## src/rtl/cpu_pkg.sv

```systemverilog
// Shared types and field constants for the 16-bit accumulator CPU.
package cpu_pkg;

   localparam int unsigned DATA_WIDTH = 16;
   localparam int unsigned OPC_MSB    = 15;
   localparam int unsigned OPC_LSB    = 12;
   localparam int unsigned OPD_MSB    = 11;
   localparam int unsigned OPD_LSB    = 0;

   typedef enum logic [3:0] {
      OP_NOP = 4'h0,
      OP_LDA = 4'h1,
      OP_STA = 4'h2,
      OP_ADD = 4'h3,
      OP_SUB = 4'h4,
      OP_AND = 4'h5,
      OP_OR  = 4'h6,
      OP_XOR = 4'h7,
      OP_LDI = 4'h8,
      OP_JMP = 4'h9,
      OP_JZ  = 4'hA,
      OP_JN  = 4'hB,
      OP_JC  = 4'hC,
      OP_SHL = 4'hD,
      OP_SHR = 4'hE,
      OP_HLT = 4'hF
   } opcode_t;

   typedef enum logic [2:0] {
      FETCH   = 3'd0,
      DECODE  = 3'd1,
      EXEC    = 3'd2,
      MEMWAIT = 3'd3,
      HALT    = 3'd4
   } state_t;

   // Opcodes whose operand comes from memory and therefore need the MEMWAIT cycle.
   function automatic logic is_mem_read(input opcode_t op);
      logic r;
      r = 1'b0;
      case (op)
         OP_LDA, OP_ADD, OP_SUB, OP_AND, OP_OR, OP_XOR: r = 1'b1;
         default: r = 1'b0;
      endcase
      return r;
   endfunction

endpackage

```

## src/rtl/cpu_alu.sv

```systemverilog
// Combinational ALU: computes the new accumulator and carry for one opcode.
module cpu_alu
   import cpu_pkg::*;
(
   input  opcode_t               op_i,
   input  logic [DATA_WIDTH-1:0] acc_i,
   input  logic [DATA_WIDTH-1:0] opd_i,
   input  logic                  c_i,
   output logic [DATA_WIDTH-1:0] result_c,
   output logic                  c_out_c
);

   logic [DATA_WIDTH:0] wide_c;

   always_comb begin
      result_c = acc_i;
      c_out_c  = c_i;
      wide_c   = '0;
      case (op_i)
         OP_LDA, OP_LDI: result_c = opd_i;
         OP_ADD: begin
            wide_c   = {1'b0, acc_i} + {1'b0, opd_i};
            result_c = wide_c[DATA_WIDTH-1:0];
            c_out_c  = wide_c[DATA_WIDTH];
         end
         // Borrow appears as the bit above the MSB of the zero-extended difference.
         OP_SUB: begin
            wide_c   = {1'b0, acc_i} - {1'b0, opd_i};
            result_c = wide_c[DATA_WIDTH-1:0];
            c_out_c  = wide_c[DATA_WIDTH];
         end
         OP_AND: result_c = acc_i & opd_i;
         OP_OR:  result_c = acc_i | opd_i;
         OP_XOR: result_c = acc_i ^ opd_i;
         OP_SHL: begin
            result_c = {acc_i[DATA_WIDTH-2:0], 1'b0};
            c_out_c  = acc_i[DATA_WIDTH-1];
         end
         OP_SHR: begin
            result_c = {1'b0, acc_i[DATA_WIDTH-1:1]};
            c_out_c  = acc_i[0];
         end
         default: ;
      endcase
   end

endmodule

```

## src/rtl/cpu_core.sv

```systemverilog
// Multi-cycle accumulator CPU: fetch/decode/execute FSM driving one single-port word memory.
module cpu_core
   import cpu_pkg::*;
#(
   parameter int unsigned ADDR_WIDTH = 12
) (
   input  logic                  clk_i,
   input  logic                  rst_i,
   output logic [ADDR_WIDTH-1:0] mem_addr_o,
   input  logic [DATA_WIDTH-1:0] mem_value_i,
   output logic [DATA_WIDTH-1:0] mem_value_o,
   output logic                  mem_enable_o,
   output logic                  mem_wr_en_o,
   output logic                  mem_rd_en_o,
   output logic                  end_program_o
);

   state_t                state_q, state_d;
   logic [ADDR_WIDTH-1:0] pc_q, pc_d;
   logic [DATA_WIDTH-1:0] ir_q, ir_d;
   logic [DATA_WIDTH-1:0] acc_q, acc_d;
   logic                  c_q, c_d;

   opcode_t               opc_c;
   logic [ADDR_WIDTH-1:0] opd_addr_c;
   logic [DATA_WIDTH-1:0] alu_opd_c;
   logic [DATA_WIDTH-1:0] alu_res_c;
   logic                  alu_c_c;

   logic [ADDR_WIDTH-1:0] addr_c;
   logic [DATA_WIDTH-1:0] wdata_c;
   logic                  en_c, rd_c, wr_c;

   assign opc_c      = opcode_t'(ir_q[OPC_MSB:OPC_LSB]);
   assign opd_addr_c = ADDR_WIDTH'(ir_q[OPD_MSB:OPD_LSB]);
   // Memory data is the ALU operand only in MEMWAIT; otherwise the zero-extended imm12.
   assign alu_opd_c  = (state_q == MEMWAIT) ? mem_value_i
                                            : DATA_WIDTH'(ir_q[OPD_MSB:OPD_LSB]);

   cpu_alu u_alu (
      .op_i     (opc_c),
      .acc_i    (acc_q),
      .opd_i    (alu_opd_c),
      .c_i      (c_q),
      .result_c (alu_res_c),
      .c_out_c  (alu_c_c)
   );

   always_ff @(posedge clk_i or negedge rst_i) begin
      if (!rst_i) begin
         state_q <= FETCH;
         pc_q    <= '0;
         ir_q    <= '0;
         acc_q   <= '0;
         c_q     <= 1'b0;
      end else begin
         state_q <= state_d;
         pc_q    <= pc_d;
         ir_q    <= ir_d;
         acc_q   <= acc_d;
         c_q     <= c_d;
      end
   end

   always_comb begin
      state_d = state_q;
      pc_d    = pc_q;
      ir_d    = ir_q;
      acc_d   = acc_q;
      c_d     = c_q;
      addr_c  = '0;
      wdata_c = '0;
      en_c    = 1'b0;
      rd_c    = 1'b0;
      wr_c    = 1'b0;
      case (state_q)
         FETCH: begin
            addr_c  = pc_q;
            en_c    = 1'b1;
            rd_c    = 1'b1;
            state_d = DECODE;
         end
         DECODE: begin
            ir_d    = mem_value_i;
            pc_d    = pc_q + ADDR_WIDTH'(1);
            state_d = EXEC;
         end
         EXEC: begin
            state_d = FETCH;
            if (is_mem_read(opc_c)) begin
               addr_c  = opd_addr_c;
               en_c    = 1'b1;
               rd_c    = 1'b1;
               state_d = MEMWAIT;
            end else begin
               case (opc_c)
                  OP_STA: begin
                     addr_c  = opd_addr_c;
                     en_c    = 1'b1;
                     wr_c    = 1'b1;
                     wdata_c = acc_q;
                  end
                  OP_LDI, OP_SHL, OP_SHR: begin
                     acc_d = alu_res_c;
                     c_d   = alu_c_c;
                  end
                  OP_JMP: pc_d = opd_addr_c;
                  OP_JZ:  if (acc_q == '0)           pc_d = opd_addr_c;
                  OP_JN:  if (acc_q[DATA_WIDTH-1])   pc_d = opd_addr_c;
                  OP_JC:  if (c_q)                   pc_d = opd_addr_c;
                  OP_HLT: state_d = HALT;
                  default: ;
               endcase
            end
         end
         MEMWAIT: begin
            acc_d   = alu_res_c;
            c_d     = alu_c_c;
            state_d = FETCH;
         end
         HALT:    state_d = HALT;
         default: state_d = FETCH;
      endcase
   end

   // Bus is forced idle while reset is asserted, so nothing leaks out of the FETCH reset state.
   assign mem_addr_o    = rst_i ? addr_c  : '0;
   assign mem_value_o   = rst_i ? wdata_c : '0;
   assign mem_enable_o  = rst_i & en_c;
   assign mem_rd_en_o   = rst_i & rd_c;
   assign mem_wr_en_o   = rst_i & wr_c;
   assign end_program_o = rst_i & (state_q == HALT);

endmodule

```

## config.mk

```make
export PLATFORM = sky130hd
export DESIGN_NAME = cpu_core
export DESIGN_NICKNAME = d
export VERILOG_FILES = /design/src/rtl/cpu_pkg.sv /design/src/rtl/cpu_alu.sv /design/src/rtl/cpu_core.sv
export SDC_FILE = /design/constraint.sdc
export NUM_CORES = 1
export LEC_CHECK = 0
export CAP_MARGIN = 0
export CORE_UTILIZATION = 35
export CTS_CLUSTER_SIZE = 28
export DETAILED_ROUTE_END_ITERATION = 12
export PLACE_DENSITY = 0.66
export SETUP_SLACK_MARGIN = 0.15
export SLEW_MARGIN = 20
export SYNTH_ARGS = -nofsm -noshare
export SYNTH_HDL_FRONTEND = slang
export SYNTH_SLANG_ARGS = --single-unit
```

## constraint.sdc

```tcl
create_clock -name clk_i -period 3.2 [get_ports clk_i]
set_input_delay 0.32 -clock clk_i [delete_from_list [all_inputs] [get_ports clk_i]]
set_output_delay 0.32 -clock clk_i [all_outputs]
set_load 0.02 [all_outputs]
```

Word-level counts from Yosys, hierarchy flattened
Cells that the tools add are included.
Widths: inputs -> output; s select.
{"block": "totals", "elab_cells": 84, "input_bits": 18, "regBits": 48, "output_inout_bits": 32}
{"block": "op_classes", "muxes": 35, "bitwise": 7, "reduce_logical": 9, "add_sub_neg": 3, "eq_ne": 25}
{"operator": "$pmux 16 s8", "n": 1}
{"operator": "$mux 16", "n": 7}
{"operator": "$mux 12", "n": 7}
{"operator": "$pmux 12 s2", "n": 2}
{"operator": "$pmux 12 s4", "n": 1}
{"operator": "$eq 4x4->1 const B", "n": 8}
{"operator": "$pmux 16 s2", "n": 1}
{"operator": "$add 16x16->17", "n": 1}
{"operator": "$sub 16x16->17", "n": 1}
{"operator": "$and 16x16->16", "n": 1}
{"operator": "$eq 4x3->1 const B", "n": 4}
{"operator": "$logic_not 16->1", "n": 1}
{"operator": "$or 16x16->16", "n": 1}
{"operator": "$xor 16x16->16", "n": 1}
{"operator": "$add 12x1->12 const B", "n": 1}
{"operator": "$pmux 3 s4", "n": 1}
{"operator": "$mux 1", "n": 9}
{"operator": "$ne 3x3->1 const B", "n": 3}
{"operator": "$eq 4x2->1 const B", "n": 2}
{"operator": "$eq 3x2->1 const B", "n": 2}
{"operator": "$mux 3", "n": 2}
{"operator": "$pmux 1 s2", "n": 3}
{"operator": "$reduce_and 6->1", "n": 1}
{"operator": "$reduce_or 6->1", "n": 1}
{"operator": "13 further kinds", "n": 17}

Longest topological paths before layout
{"block": "logic_depth", "word_depth": 7, "mapped_depth": 17, "depth_no_buf": 16}

Hierarchy
From an unflattened synthesis, not the netlist that was laid out.
{"block": "unflattened", "cells_unflattened": 847, "hier_area_um2": 6327.3}
{"mod": "cpu_alu", "cells_per_inst": 535, "area_each_um2": 3463.3, "n_inst": 1, "seq_area_each_um2": 0.0}
{"mod": "cpu_core", "cells_per_inst": 312, "area_each_um2": 2864.0, "n_inst": 1, "seq_area_each_um2": 1201.2}

Worst setup path before layout
Ideal clock, no wire load.
{"block": "synth_timing", "path_kind": "register to register", "from": "reg state_q[2]", "to": "reg acc_q[14]", "required_ps": 3056, "n_path_buf": 1, "synth_period_minus_slack_ps": 3540, "path_slack_ps": -340, "arrival_ps": 3397, "stages_incl_launch_ff": 14, "setup_time_ps": 144, "path_cell_list": "dfrtp_1 -> nand2b_1 -> nor2_1 -> buf_2 -> mux2i_1 -> fa_1 -> and2b_1 -> o211ai_2 -> a311oi_4 -> a2111oi_2 -> nor3_2 -> xnor2_1 -> a221oi_1 -> a311oi_1"}
{"block": "synth_between", "elab_chain_cells": 7, "word_cells_on_any_way": 16, "cone_classes": "add/sub (2); eq/ne (4); mux (5); bitwise (3); reduce/logical (2)"}
{"element": "start: declaration", "line": "cpu_core.sv:18", "source": "state_t state_q, state_d;"}
{"element": "start signal: assignment", "line": "cpu_core.sv:57", "source": "state_q <= state_d;"}
{"element": "$eq 3x2->1", "line": "cpu_core.sv:37, cpu_core.sv:76"}
{"element": "$mux 16", "line": "cpu_core.sv:37", "source": "assign alu_opd_c = (state_q == MEMWAIT) ? mem_value_i"}
{"element": "$sub 16x16->17 (tied with other cells)", "line": "cpu_alu.sv:28", "source": "wide_c = {1'b0, acc_i} - {1'b0, opd_i};"}
{"element": "$pmux 16 s8", "line": "cpu_alu.sv:19", "source": "case (op_i)"}
{"element": "$mux 16", "line": "cpu_core.sv:96", "source": "case (opc_c)"}
{"element": "$mux 16", "line": "cpu_core.sv:90", "source": "if (is_mem_read(opc_c)) begin"}
{"element": "$pmux 16 s2", "line": "cpu_core.sv:76", "source": "case (state_q)"}
{"element": "end signal: assignment", "line": "cpu_core.sv:54", "source": "acc_q <= '0;"}
{"element": "end signal: assignment", "line": "cpu_core.sv:60", "source": "acc_q <= acc_d;"}
{"element": "end: declaration", "line": "cpu_core.sv:21", "source": "logic [DATA_WIDTH-1:0] acc_q, acc_d;"}
Parallel ways exist; a longest one is shown, timed or not. The select of a mux whose other input is x is not followed.
A chain may end at the register's enable or synchronous reset.

Worst setup path in the final report
{"block": "layout_timing", "from": "reg state_q[2]", "to": "reg acc_q[15]"}
The elaborated chain is that of the path after synthesis.

==> flow_metrics.py <==
metrics = {
    "sta": {
        "hold_violations": 0,
        "fin_crit_sh": 0.9996,
        "relSlewSlack": 0.4226,
        "rsz0062_at_grt": "yes",
        "fmax_ghz": 0.3126,
        "tightest_slew_ps": 866.2,
        "maxSlewViolCount": 0,
        "period_needed_ps": 3199,
        "fin_setup_tns_ps": 0,
        "finalSetupViolCount": 0,
        "skew_ps": 8.058,
    },
    "routing": {
        "detail_route.wl_per_cell_um": 19.00,
        "wl_mm": 20.50,
        "drcViolationCount": 0,
        "vias_per_cell": 5.745,
        "drtIter0Drc": 609,
        "vias": 6199,
        "firstDrtPassIters": 5,
        "ant_nets": 0,
    },
    "flow_run": {
        "max_cap_viol_count": 0,
    },
    "floorplan": {
        "ios": 50,
        "dieArea_um2": 16210,
        "start_util": 0.3601,
        "die_h_um": 127.3,
        "row_count": 45,
        "coreArea_um2": 15260,
        "die_width_um": 127.3,
    },
    "clock_network": {
        "cts_root_buf": "clkbuf_16",
        "hold_buffers": 0,
        "cts_tree": "yes",
        "clock-sinks": 48,
        "clk_latency_ps": 310,
        "cts_buffer_depth": 2,
        "cts_max_level": 2,
        "clkSlewWorstSetupHoldPaths_ps": 70,
        "cts_buffers": 5,
    },
    "place": {
        "routabilityCongestion": 0.9540,
        "dp_hpwl_mm": 15.00,
        "port_buffers": 49,
    },
    "synth": {
        "synth_most_common_cell": "a21oi_1",
        "ys_types": 76,
        "synth_area_um2": 5495,
        "synth_area_leaders": "dfrtp_1, ha_1, a21oi_1",
        "yosysTopAreaCell": "dfrtp_1",
        "netlist.area_leader.share": 0.2186,
        "async_flop_share": 1.000,
        "syn_avg_cell_area_um2": 7.590,
        "synth-edff-count": 0,
        "synth_nets": 799,
        "synth_warnings": 0,
        "synth.yosys.seq_area_share": 0.2186,
        "synth_top_cells_by_count": "a21oi_1, nor2_1, nand2_1",
        "synth-seq-cells": 48,
        "synth_ff_type": "dfrtp_1",
        "synth_cells": 724,
    },
    "min_path": {
        "worstHoldPathType": "in -> async",
    },
    "worst_setup_path": {
        "crit_path_cell_trace": "nand2b_4 > nor2_4 > buf_12 > mux2i_4 > ha_4 > or2_4 > or4_4 > a211oi_2 > buf_4 > o21ai_4 > a31oi_4 > nor2_1 > nor4_1 > nor3_1",
        "required_ps": 3390,
        "cp-end-kind": "flip-flop",
        "max_stage_delay_ps": 420,
        "worstPathArrival_ps": 3390,
        "critPathMaxFanout": 5,
        "crit_path_top_delay_cell": "or4_4",
        "crit_type": "reg -> reg",
        "cp-start-kind": "flip-flop",
    },
    "global_routing": {
        "grt_max_degree": 49,
        "grt_pass1_vias": 5848,
        "antenna_found_initial": 0,
        "grt_overflow": 0,
        "track_usage": 0.2562,
        "grt_pass1_wl_mm": 32.00,
    },
    "run_status": {
        "status": "finished, final reports clean",
    },
    "finish": {
        "antenna_cells": 0,
        "regArea_um2": 1201,
        "fillers": 1442,
        "syn_to_final_growth_pct": 40.14,
        "layout-drive-gt1-share": 0.2465,
        "finalNetCount": 942,
        "multi_input_area_um2": 4364,
    },
}
-- worst paths after layout --
check | slack, ps | from | depth (start not counted) | to
worst max-delay path | 1 | state_q[2] | 14 | acc_q[15]
worst min-delay path | 290 | rst_i | 2 | pc_q[11]
worst max register to register | 1 | state_q[2] | 14 | acc_q[15]
worst min register to register | 520 | pc_q[11] | 1 | pc_q[11]
max in group asynchronous | 2450 | rst_i | 2 | ir_q[1]
min in group clk_i | 520 | pc_q[11] | 1 | pc_q[11]
-- per-stage QoR --
stage               hold slack, ps  cell area, um^2  instances  worst slack (ps)    util
global placement             498.1             7003       1059            -153.8  0.4590
CTS                          334.3             7546       1076             55.50  0.4945
finish                       293.4             7701       1079             1.381  0.5047
global route                 356.1             7701       1079            -173.3  0.5047
detailed placement           500.8             7003       1059            -168.8  0.4590
floorplan                    24.41             5555        724             47.46       -
-- cell type report --
cell class,instances,area share
Multi-Input combinational cell,585,0.5667
Timing Repair Buffer,170,0.1901
Sequential cell,48,0.1560
Tap cell,211,0.03428
Inverter,57,0.02778
Clock buffer,5,0.01625
Clock inverter,3,0.008936
-- flip-flops by register name, summed over array words and instances (netlist names) --
signal,cells
c_q,1
acc_q,16
state_q,3
pc_q,12
ir_q,16
-- cells in the final DEF (no fill, tap or decap), types with 8 or more instances in the layout --
cell	instances
buf_4	111
nor2_1	67
a21oi_1	67
nand2_1	61
inv_1	52
o21ai_0	49
dfrtp_1	48
ha_1	46
clkdlybuf4s50_1	45
and2_1	22
nor3_1	22
a22oi_1	19
mux2i_1	14
mux2_2	12
nand2b_1	11
o22a_1	11
a31oi_1	10
nand3_1	9
o22ai_1	8
buf_6	8
-- routing by layer --
metal,part of all wire,vias to the layer above,global-route usage
met5,0,-,0
li1,-,2915,-
met4,0.035,0,0.1120
met2,0.46,256,0.4114
met1,0.43,2985,0.3386
met3,0.069,43,0.04271
-- cells by family after synthesis --
kind of cell    after synthesis  share of synthesized area
compound gates              253                     0.3072
simple gates                235                     0.2022
buf+inv                      91                    0.06603
fa+ha+maj                    57                     0.1325
flops                        48                     0.2186
mux                          31                    0.05920
xor+xnor                      9                    0.01435
-- critical path, delay by kind of cell (launching register included) --
kind	cells	cell delay, ps
adders and majority gates	1	240
buffers and inverters	2	350
DFF	1	390
and+or+nand+nor	7	1420
muxes	1	300
AOI/OAI and AO/OA	3	400
-- what timing repair did --
item                                    4_1_cts  5_1_grt
buffers inserted                              8        3
pin swaps                                    28       15
gates resized for setup                      48       27
endpoints found under the setup margin       10       18
cloned                                        1        0
Power is not shown: default switching activity piles up to over one toggle a cycle in this logic, so the estimate is an artifact.
